<file path="config.mk">
export PLATFORM = sky130hd
export DESIGN_NAME = dvl_item_arb
export DESIGN_NICKNAME = d
export VERILOG_FILES = /design/src/rtl/dvl_item_arb.sv
export SDC_FILE = /design/constraint.sdc
export NUM_CORES = 1
export LEC_CHECK = 0
export BUFFER_PORTS_ARGS = -buffer_cell sky130_fd_sc_hd__buf_2
export CAP_MARGIN = 20
export CORE_MARGIN = 5
export CORE_UTILIZATION = 45
export DETAILED_ROUTE_END_ITERATION = 10
export GPL_TIMING_DRIVEN = 0
export HOLD_SLACK_MARGIN = 0.06
export PLACE_DENSITY = 0.83
export SLEW_MARGIN = 10
export SYNTH_ARGS = -nofsm -noshare
export SYNTH_HDL_FRONTEND = slang
export SYNTH_SLANG_ARGS = --single-unit
</file>
<file path="constraint.sdc">
create_clock -name clk -period 4.3 [get_ports clk]
set_clock_uncertainty 0.2 [all_clocks]
set_input_delay 0.645 -clock clk [delete_from_list [all_inputs] [get_ports clk]]
set_output_delay 0.645 -clock clk [all_outputs]
set_load 0.05 [all_outputs]
</file>
<file path="src/rtl/dvl_item_arb.sv">
// Round-robin item arbiter with lock-until-last onto one registered output channel; optional DVL_ITEM_ARB_PRIO_EN adds req_prio.
// Latency: one cycle from accepted request beat to out_*.
// Backpressure: req_ready drops whenever the output register is full and out_ready is low.
module dvl_item_arb #(
   parameter int N_REQ  = 4,
   parameter int DATA_W = 32,
   localparam int ID_W  = (N_REQ > 1) ? $clog2(N_REQ) : 1
) (
   input  logic                    clk,
   input  logic                    rst,
   input  logic [N_REQ-1:0]        req_valid,
   input  logic [N_REQ*DATA_W-1:0] req_data,
   input  logic [N_REQ-1:0]        req_last,
`ifdef DVL_ITEM_ARB_PRIO_EN
   input  logic [N_REQ-1:0]        req_prio,
`endif
   output logic [N_REQ-1:0]        req_ready,
   output logic                    out_valid,
   output logic [DATA_W-1:0]       out_data,
   output logic                    out_last,
   output logic [ID_W-1:0]         out_id,
   input  logic                    out_ready,
   output logic                    busy
);

   localparam logic [0:0] S_IDLE = 1'b0;
   localparam logic [0:0] S_LOCK = 1'b1;

   logic [0:0]        state_q, state_d;
   logic [ID_W-1:0]   ptr_q, ptr_d;
   logic              out_valid_q, out_valid_d;
   logic [DATA_W-1:0] out_data_q, out_data_d;
   logic              out_last_q, out_last_d;
   logic [ID_W-1:0]   out_id_q, out_id_d;

   logic [N_REQ-1:0]  cand;
   logic [N_REQ-1:0]  grant;
   logic [ID_W-1:0]   gnt_idx;
   logic [ID_W-1:0]   idx;
   logic              found;
   logic              load_en;
   logic              accept;
   logic [DATA_W-1:0] acc_data;
   logic              acc_last;

   // While locked the grant is pinned to ptr_q, which holds the locked requester.
   always_comb begin
      cand = req_valid;
`ifdef DVL_ITEM_ARB_PRIO_EN
      if (|(req_valid & req_prio)) cand = req_valid & req_prio;
`endif
      grant   = '0;
      gnt_idx = ptr_q;
      idx     = '0;
      found   = 1'b0;
      if (state_q == S_LOCK) begin
         grant[ptr_q] = 1'b1;
      end else begin
         for (int k = 1; k <= N_REQ; k++) begin
            idx = ID_W'((int'(ptr_q) + k) % N_REQ);
            if (!found && cand[idx]) begin
               found      = 1'b1;
               gnt_idx    = idx;
               grant[idx] = 1'b1;
            end
         end
      end
   end

   assign load_en   = !out_valid_q | out_ready;
   assign req_ready = rst ? '0 : (grant & {N_REQ{load_en}});
   assign accept    = |(req_valid & req_ready);

   always_comb begin
      acc_data = '0;
      acc_last = 1'b0;
      for (int i = 0; i < N_REQ; i++) begin
         if (grant[i]) begin
            acc_data = req_data[i*DATA_W +: DATA_W];
            acc_last = req_last[i];
         end
      end
   end

   always_comb begin
      state_d     = state_q;
      ptr_d       = ptr_q;
      out_valid_d = out_valid_q;
      out_data_d  = out_data_q;
      out_last_d  = out_last_q;
      out_id_d    = out_id_q;
      if (load_en) begin
         out_valid_d = accept;
         if (accept) begin
            out_data_d = acc_data;
            out_last_d = acc_last;
            out_id_d   = gnt_idx;
         end
      end
      if (accept) begin
         ptr_d   = gnt_idx;
         state_d = acc_last ? S_IDLE : S_LOCK;
      end
   end

   always_ff @(posedge clk or posedge rst) begin
      if (rst) begin
         state_q     <= S_IDLE;
         ptr_q       <= ID_W'(N_REQ - 1);
         out_valid_q <= 1'b0;
         out_data_q  <= '0;
         out_last_q  <= 1'b0;
         out_id_q    <= '0;
      end else begin
         state_q     <= state_d;
         ptr_q       <= ptr_d;
         out_valid_q <= out_valid_d;
         out_data_q  <= out_data_d;
         out_last_q  <= out_last_d;
         out_id_q    <= out_id_d;
      end
   end

   assign out_valid = out_valid_q;
   assign out_data  = out_data_q;
   assign out_last  = out_last_q;
   assign out_id    = out_id_q;
   assign busy      = (state_q == S_LOCK);

endmodule

</file>
==> metrics.cfg, run 1 <==
[sta]
tightest_slew_ns = 0.8196
setup_violations = 0
fin_crit_sh_pct = 96.27
fin_hold_ws_ns = 0.1533
finalWorstPathRequiredPeriod_ns = 4.140
drv_slew = 0
hold_viol = 0
max_freq_mhz = 241.6
rsz0062_at_grt = false
slew_headroom_pct = 44.89

[placed_design]
dp_cells = 746
routabilityCongestion = 0.9532
io_buffers = 176
hpwl_um = 11480
placed_area_um2 = 4851

[grt]
globalRouteOverflowTotal = 0
grt_max_degree = 22
grt_antenna_before_repair = 0
grt_pass1_vias = 4737
grt_usage_pct = 27.92
grt_pass1_wl_um = 23100

[power_and_ir_drop]
power_density_nw_per_um2 = 994.4
power.leakage_uw = 0.002422
vdd_drop_max_mv = 0.5934

[floorplanning]
start_util_pct = 46.38
core_area_um2 = 8217
io_pins = 180
rows = 33
fp.dieW_um = 102.0
die_y_um = 102.0
die-area_um2 = 10410

[final_layout]
drive_gt1_share_pct = 33.49
areaGrowthSynthToFinish_pct = 32.21
finalNonFillerCells = 756
nFillCells = 746
diodes = 0
final_util_pct = 61.32
fin_area_um2 = 5039
fin_nets = 797

[setup_path]
cp-end-kind = output port
crit_required_ns = 3.45
reg2reg_to = out_data[1]
crit_slowest_cell = mux4_2
worst_path_most_repeated_cell = buf_4
start_kind = register
path_cells = buf_4, mux4_2, or4b_1, a221oi_4, or2_1, buf_4, buf_4, nor2b_1, buf_2
worst-path-buf-inv = 4
reg2reg_slack_ns = 0.56
path_delay_family = simple AND/OR/NAND/NOR gates
cp_max_fo = 10
max_stage_delay_ns = 0.60
reg2reg_from = ptr_q[0]
path_class = reg2out
crit_arrival_ns = 3.29
ff2ff_path_depth = 10

[detailed_routing]
drt_iter0_markers = 240
firstDrtPassIters = 4
num_vias = 4676
drc = 0
ant_nets = 0
met2WireLength_um = 7066
highest_layer = met4
wl_met3_um = 1468
drt-met1-wl_um = 6119
drt-total-wl_um = 15030
wire_per_inst_um = 19.88
vias_per_cell = 6.185

[synth]
ys_seq_area_share_pct = 25.67
synthCells = 464
yosys-top-cells-area = dfrtp_1, a32oi_1, a211oi_1, o311ai_1, a21boi_0
ys.flop_type = dfrtp_1
synth_area_leader_cell = dfrtp_1
synth.cell_area_um2 = 3811
ys_ff_latch = 39
async_reset_ff_share_pct = 100.0
synth_edf_count = 0
ys_warn_count = 0
ys_types = 48
yosysTopAreaCellShare_pct = 24.29
synth.avg_cell_area_um2 = 8.214
synth_nets = 611

[clock_network]
cts_tree = yes
cts_num_sinks = 39
cts_made_buffers = 5
clk_path_buf_depth = 2
cts_hold_buffers = 0
clk_latency_ns = 0.30
cts_max_level = 2
root_buffer = clkbuf_8
clkSlewWorstSetupHoldPaths_ns = 0.09

[min_path]
hp-class = in2async

[run_status]
outcome = finished clean

[run]
maxCapViolations = 0

[state kept, by name, indices dropped and copies added, names as in the netlist]
| name | cells |
|---|---|
| busy | 1 |
| out_data | 32 |
| out_id | 2 |
| out_last | 1 |
| out_valid | 1 |
| ptr_q | 2 |
[cell usage in the layout (no fill, tap or decap), drive strengths merged, types with 2 or more instances in the layout]
| master | n |
|---|---|
| ha | 8 |
| a32oi | 36 |
| a22oi | 2 |
| xnor2 | 2 |
| a21boi | 33 |
| and3b | 2 |
| o311ai | 33 |
| buf | 197 |
| a211oi | 34 |
| nand4 | 33 |
| inv | 47 |
| a21o | 4 |
| mux2i | 3 |
| nand2 | 8 |
| clkbuf | 49 |
| o21a | 2 |
| o21ai | 6 |
| dfrtp | 37 |
| nor3 | 6 |
| a21oi | 39 |
| o21bai | 33 |
| nor4b | 2 |
| o211ai | 4 |
| nor2 | 4 |
| nor3b | 3 |
| a32o | 2 |
| mux4 | 3 |
| o31ai | 2 |
| dfstp | 2 |
[worst max path at each step]
stage,startpoint,end,slack [ns],cells past startpoint
floorplan,ptr_q[1],req_ready[2],0.08,11
global placement,ptr_q[1],req_ready[2],0.01,12
detailed placement,ptr_q[1],req_ready[2],-0.07,12
CTS,ptr_q[0],req_ready[2],0.005,11
global route,ptr_q[0],req_ready[3],0.08,10
finish,ptr_q[0],req_ready[2],0.16,9
[final cells by class]
class,count,area [um2],share of cell area (%)
clock buffers,6,82.58,1.639
plain buffers,59,287.8,5.711
clock inverters,2,38.79,0.7698
inverters,46,172.7,3.427
multi-input cells,318,2406,47.75
well taps,105,131.4,2.607
flip-flops and latches,39,978.4,19.42
repair buffers,181,940.9,18.67
[cells by family (layout without fill, tap and decap cells)]
group           Yosys count  count (layout)  synth area share [%]
simple gates             65              65                 10.15
buf+inv                 108             294                 12.21
xor+xnor                  2               2                0.4597
fa+ha+maj                 8               8                 2.627
compound gates          236             236                 46.62
flops                    39              39                 25.67
mux                       6               7                 2.265
[layer usage]
layer / track usage (%) / vias to the layer above
met1: 35.50 / 2203
met5: 0 / -
met4: 9.687 / 0
met2: 46.03 / 235
li1: - / 2201
met3: 7.235 / 37
[cells in the mapped netlist, types with 3 or more instances]
library cell / instances
o21bai_1: 33
clkbuf_1: 44
o211ai_1: 4
a211oi_1: 34
nor3b_1: 3
o21ai_0: 3
buf_4: 4
a32oi_1: 36
o311ai_0: 4
a21o_1: 4
nor3_1: 6
dfrtp_1: 37
mux2i_1: 3
ha_1: 8
inv_1: 46
a21oi_1: 39
o21ai_1: 3
nand2_1: 8
nand4_1: 33
buf_2: 6
buf_1: 3
nor2_1: 4
o311ai_1: 29
a21boi_0: 33
buf_6: 5
[metrics by stage]
stage | power (uW) | setup slack (ns) | TNS (ns)
floorplan | 3578 | 0.07661 | 0
global placement | 4446 | 0.01268 | 0
detailed placement | 4534 | -0.06719 | -0.09669
CTS | 4908 | 0.004964 | 0
global route | 5375 | 0.08444 | 0
finish | 5010 | 0.1602 | 0
[what timing repair did]
action / CTS / global route
pin swaps: 1 / 0
cloned: 0 / 1
setup buffers: 1 / 3
gates resized for setup: 3 / 8
endpoints found under the hold margin: 0 / 0
endpoints found under the setup margin: 4 / 4
[where the power goes]
group / total [uW] / internal (uW) / switching, uW
registers: 693 / 576 / 117
clock network: 343 / 191 / 152
logic: 3970 / 1280 / 2690
No activity file was read; power rests on OpenSTA's default activity.
==> inputs of run 2 (changes only) <==
--- a/config.mk
+++ b/config.mk
@@ -12,6 +12,7 @@
 export DETAILED_ROUTE_END_ITERATION = 10
 export GPL_TIMING_DRIVEN = 0
 export HOLD_SLACK_MARGIN = 0.06
+export MAX_ROUTING_LAYER = met4
 export PLACE_DENSITY = 0.83
 export SLEW_MARGIN = 10
 export SYNTH_ARGS = -nofsm -noshare
==> run 2 against run 1 <==
  * Setup slack better by 0.040 ns
  * Total power down 1.3%
  * Sequential share of layout area up 0.19 points
  * Sequential power up 0.7%
  * Count of clock-buffer cells in the layout up 1
  * Register-to-register slack about the same
  * Combinational power about the same
  * Critical path depth up 2
  * Sequential cell count unchanged
  * Final cell count down 0.13%
  * Global-route usage up 0.90 points
  * Wire length up 0.72%
  * Highest routed layer unchanged
==> metrics.cfg, run 2 (synthesized netlist as in run 1, its figures left out) <==
[sta]
finalWorstPathRequiredPeriod_ns = 4.099  ; -0.04029 ns
fin_hold_ws_ns = 0.1695  ; +0.01615 ns
tightest_slew_ns = 0.8916  ; +0.07195 ns
setup_violations = 0  ; unchanged
rsz0062_at_grt = false
fin_crit_sh_pct = 95.34  ; -0.94 points
slew_headroom_pct = 40.05  ; -4.8 points
worst_slack_ns = 0.2005  ; +0.04029 ns
drv_slew = 0  ; unchanged
max_freq_mhz = 243.9  ; +0.98%
hold_viol = 0  ; unchanged

[power_and_ir_drop]
power_frac_seq_pct = 14.1  ; +0.3 points
internal-power_uw = 1969  ; -4.0%
power.leakage_uw = 0.002393  ; -1.2%
power_density_nw_per_um2 = 990.8  ; -0.35%
combPwrFrac_pct = 80.6  ; +1.3 points
power.share.clock_pct = 5.3  ; -1.5 points
vdd_drop_max_mv = 0.5433  ; -8.4%
p_total_uw = 4943  ; -1.3%
p_sw_share_pct = 60.16  ; +1.1 points
switchingPower_uw = 2974  ; +0.50%

[detailed_routing]
ant_nets = 0  ; unchanged
drt_iter0_markers = 259  ; +7.9%
drt-total-wl_um = 15140  ; +0.72%
drc = 0  ; unchanged
vias_per_cell = 6.268  ; +1.3%
firstDrtPassIters = 5  ; +1
num_vias = 4732  ; +1.2%
wire_per_inst_um = 20.05  ; +0.85%

[final_layout]
multi_input_area_um2 = 2406  ; unchanged
drive_gt1_share_pct = 32.97  ; -0.51 points
nFillCells = 737  ; -1.2%
final_util_pct = 60.71  ; -0.61 points
ff_latch_area_um2 = 978.4  ; unchanged
areaGrowthSynthToFinish_pct = 30.89
fin_area_um2 = 4989  ; -0.99%
largest_reg_flops = 32  ; unchanged
layout_commonest_cell = buf_2
fin_nets = 795  ; -0.25%
final_cell_mix = buf_2, inv_1, clkbuf_1

[setup_path]
path_class = reg2out
ff2ff_path_depth = 10  ; unchanged
crit_cells = 11  ; +2
critPathCapture = req_ready[2]
worst-path-buf-inv = 5  ; +1
reg2reg_from = ptr_q[0]
crit_slowest_cell = dfstp_2
cp_max_fo = 10  ; unchanged
reg2reg_to = out_data[7]
path_cells = clkbuf_4, inv_1, ha_1, mux4_2, a21oi_2, a221oi_4, or2_1, buf_4, buf_4, nor2b_1, buf_2
worst_path_most_repeated_cell = buf_4
setup.worst_path.start = ptr_q[0]
crit_arrival_ns = 3.25  ; -0.04 ns
path_delay_family = buffers and inverters
reg2reg_slack_ns = 0.55  ; about the same
crit_required_ns = 3.45  ; about the same
max_stage_delay_ns = 0.57  ; -0.03 ns
start_kind = register
cp-end-kind = output port

[clock_network]
root_buffer = clkbuf_8
cts_max_level = 2  ; unchanged
clk_path_buf_depth = 2  ; unchanged
cts_tree = yes
clkSlewWorstSetupHoldPaths_ns = 0.09  ; about the same
clk_latency_ns = 0.30  ; about the same
cts_num_sinks = 39  ; unchanged
cts_made_buffers = 5  ; unchanged

[grt]
grt_pass1_wl_um = 23200  ; +0.45%
grt_usage_pct = 28.82  ; +0.90 points
grt_antenna_before_repair = 0  ; unchanged
grt_max_degree = 22  ; unchanged
globalRouteOverflowTotal = 0  ; unchanged
grt_pass1_vias = 4703  ; -0.72%

[floorplanning]
fp.dieW_um = 102.0  ; unchanged
rows = 33  ; unchanged
io_pins = 180  ; unchanged
start_util_pct = 46.38  ; unchanged
die_y_um = 102.0  ; unchanged
die-area_um2 = 10410  ; unchanged
core_area_um2 = 8217  ; unchanged

[run_status]
outcome = finished clean

[placed_design]
place_ws_ns = -0.07851  ; -0.01132 ns
hpwl_um = 11460  ; -0.16%
routabilityCongestion = 0.9715  ; +1.9%
placed_area_um2 = 4851  ; unchanged
io_buffers = 176  ; unchanged

[min_path]
hp-class = in2async

[run]
maxCapViolations = 0  ; unchanged

## run 2: worst min path at each step
| stage | startpoint | endpoint | depth (start not counted) |
|---|---|---|---|
| floorplan | out_data[0] | out_data[0] | 2 |
| global placement | out_valid | out_valid | 2 |
| detailed placement | out_data[16] | out_data[16] | 2 |
| CTS | rst | out_data[23] | 2 |
| global route | rst | out_data[20] | 2 |
| finish | rst | out_data[23] | 2 |
## run 2: stage by stage
step                TNS (ns)  instances
finish                     0        755
floorplan                  0        464
global placement    -0.03609        745
global route               0        754
detailed placement   -0.1220        746
CTS                        0        752
## run 2: power groups by stage
| stage | logic (uW) | registers, uW | clock network [uW] |
|---|---|---|---|
| floorplan | 2290 | 1290 | 0 |
| global placement | 3750 | 689 | 0 |
| detailed placement | 3860 | 692 | 0 |
| CTS | 3890 | 703 | 262 |
| global route | 4290 | 721 | 273 |
| finish | 3980 | 698 | 260 |
## run 2: timing repair
item / CTS / global route
pin swaps: 1 / 0
setup endpoints to repair: 4 / 4
setup buffers: 1 / 1
gates cloned: 0 / 1
hold buffers: 0 / 0
resized for setup: 5 / 7
## run 2: per-layer routing
metal | share of wire, % | track usage [%] | vias to the layer above
met1 | 40 | 37.29 | 2195
met2 | 47 | 46.93 | 313
li1 | - | - | 2201
met5 | 0 | - | -
met4 | 1.4 | 7.568 | 0
met3 | 11 | 4.778 | 23
## run 2: area by class of cell
cell class	count	area share, %
timing repair buffer	179	18.56
sequential	39	19.61
multi-input combinational	318	48.23
clock buffer	7	1.530
clock inverter	1	0.1003
buffer	59	5.819
antenna	1	0.05016
tap	105	2.634
inverter	46	3.461
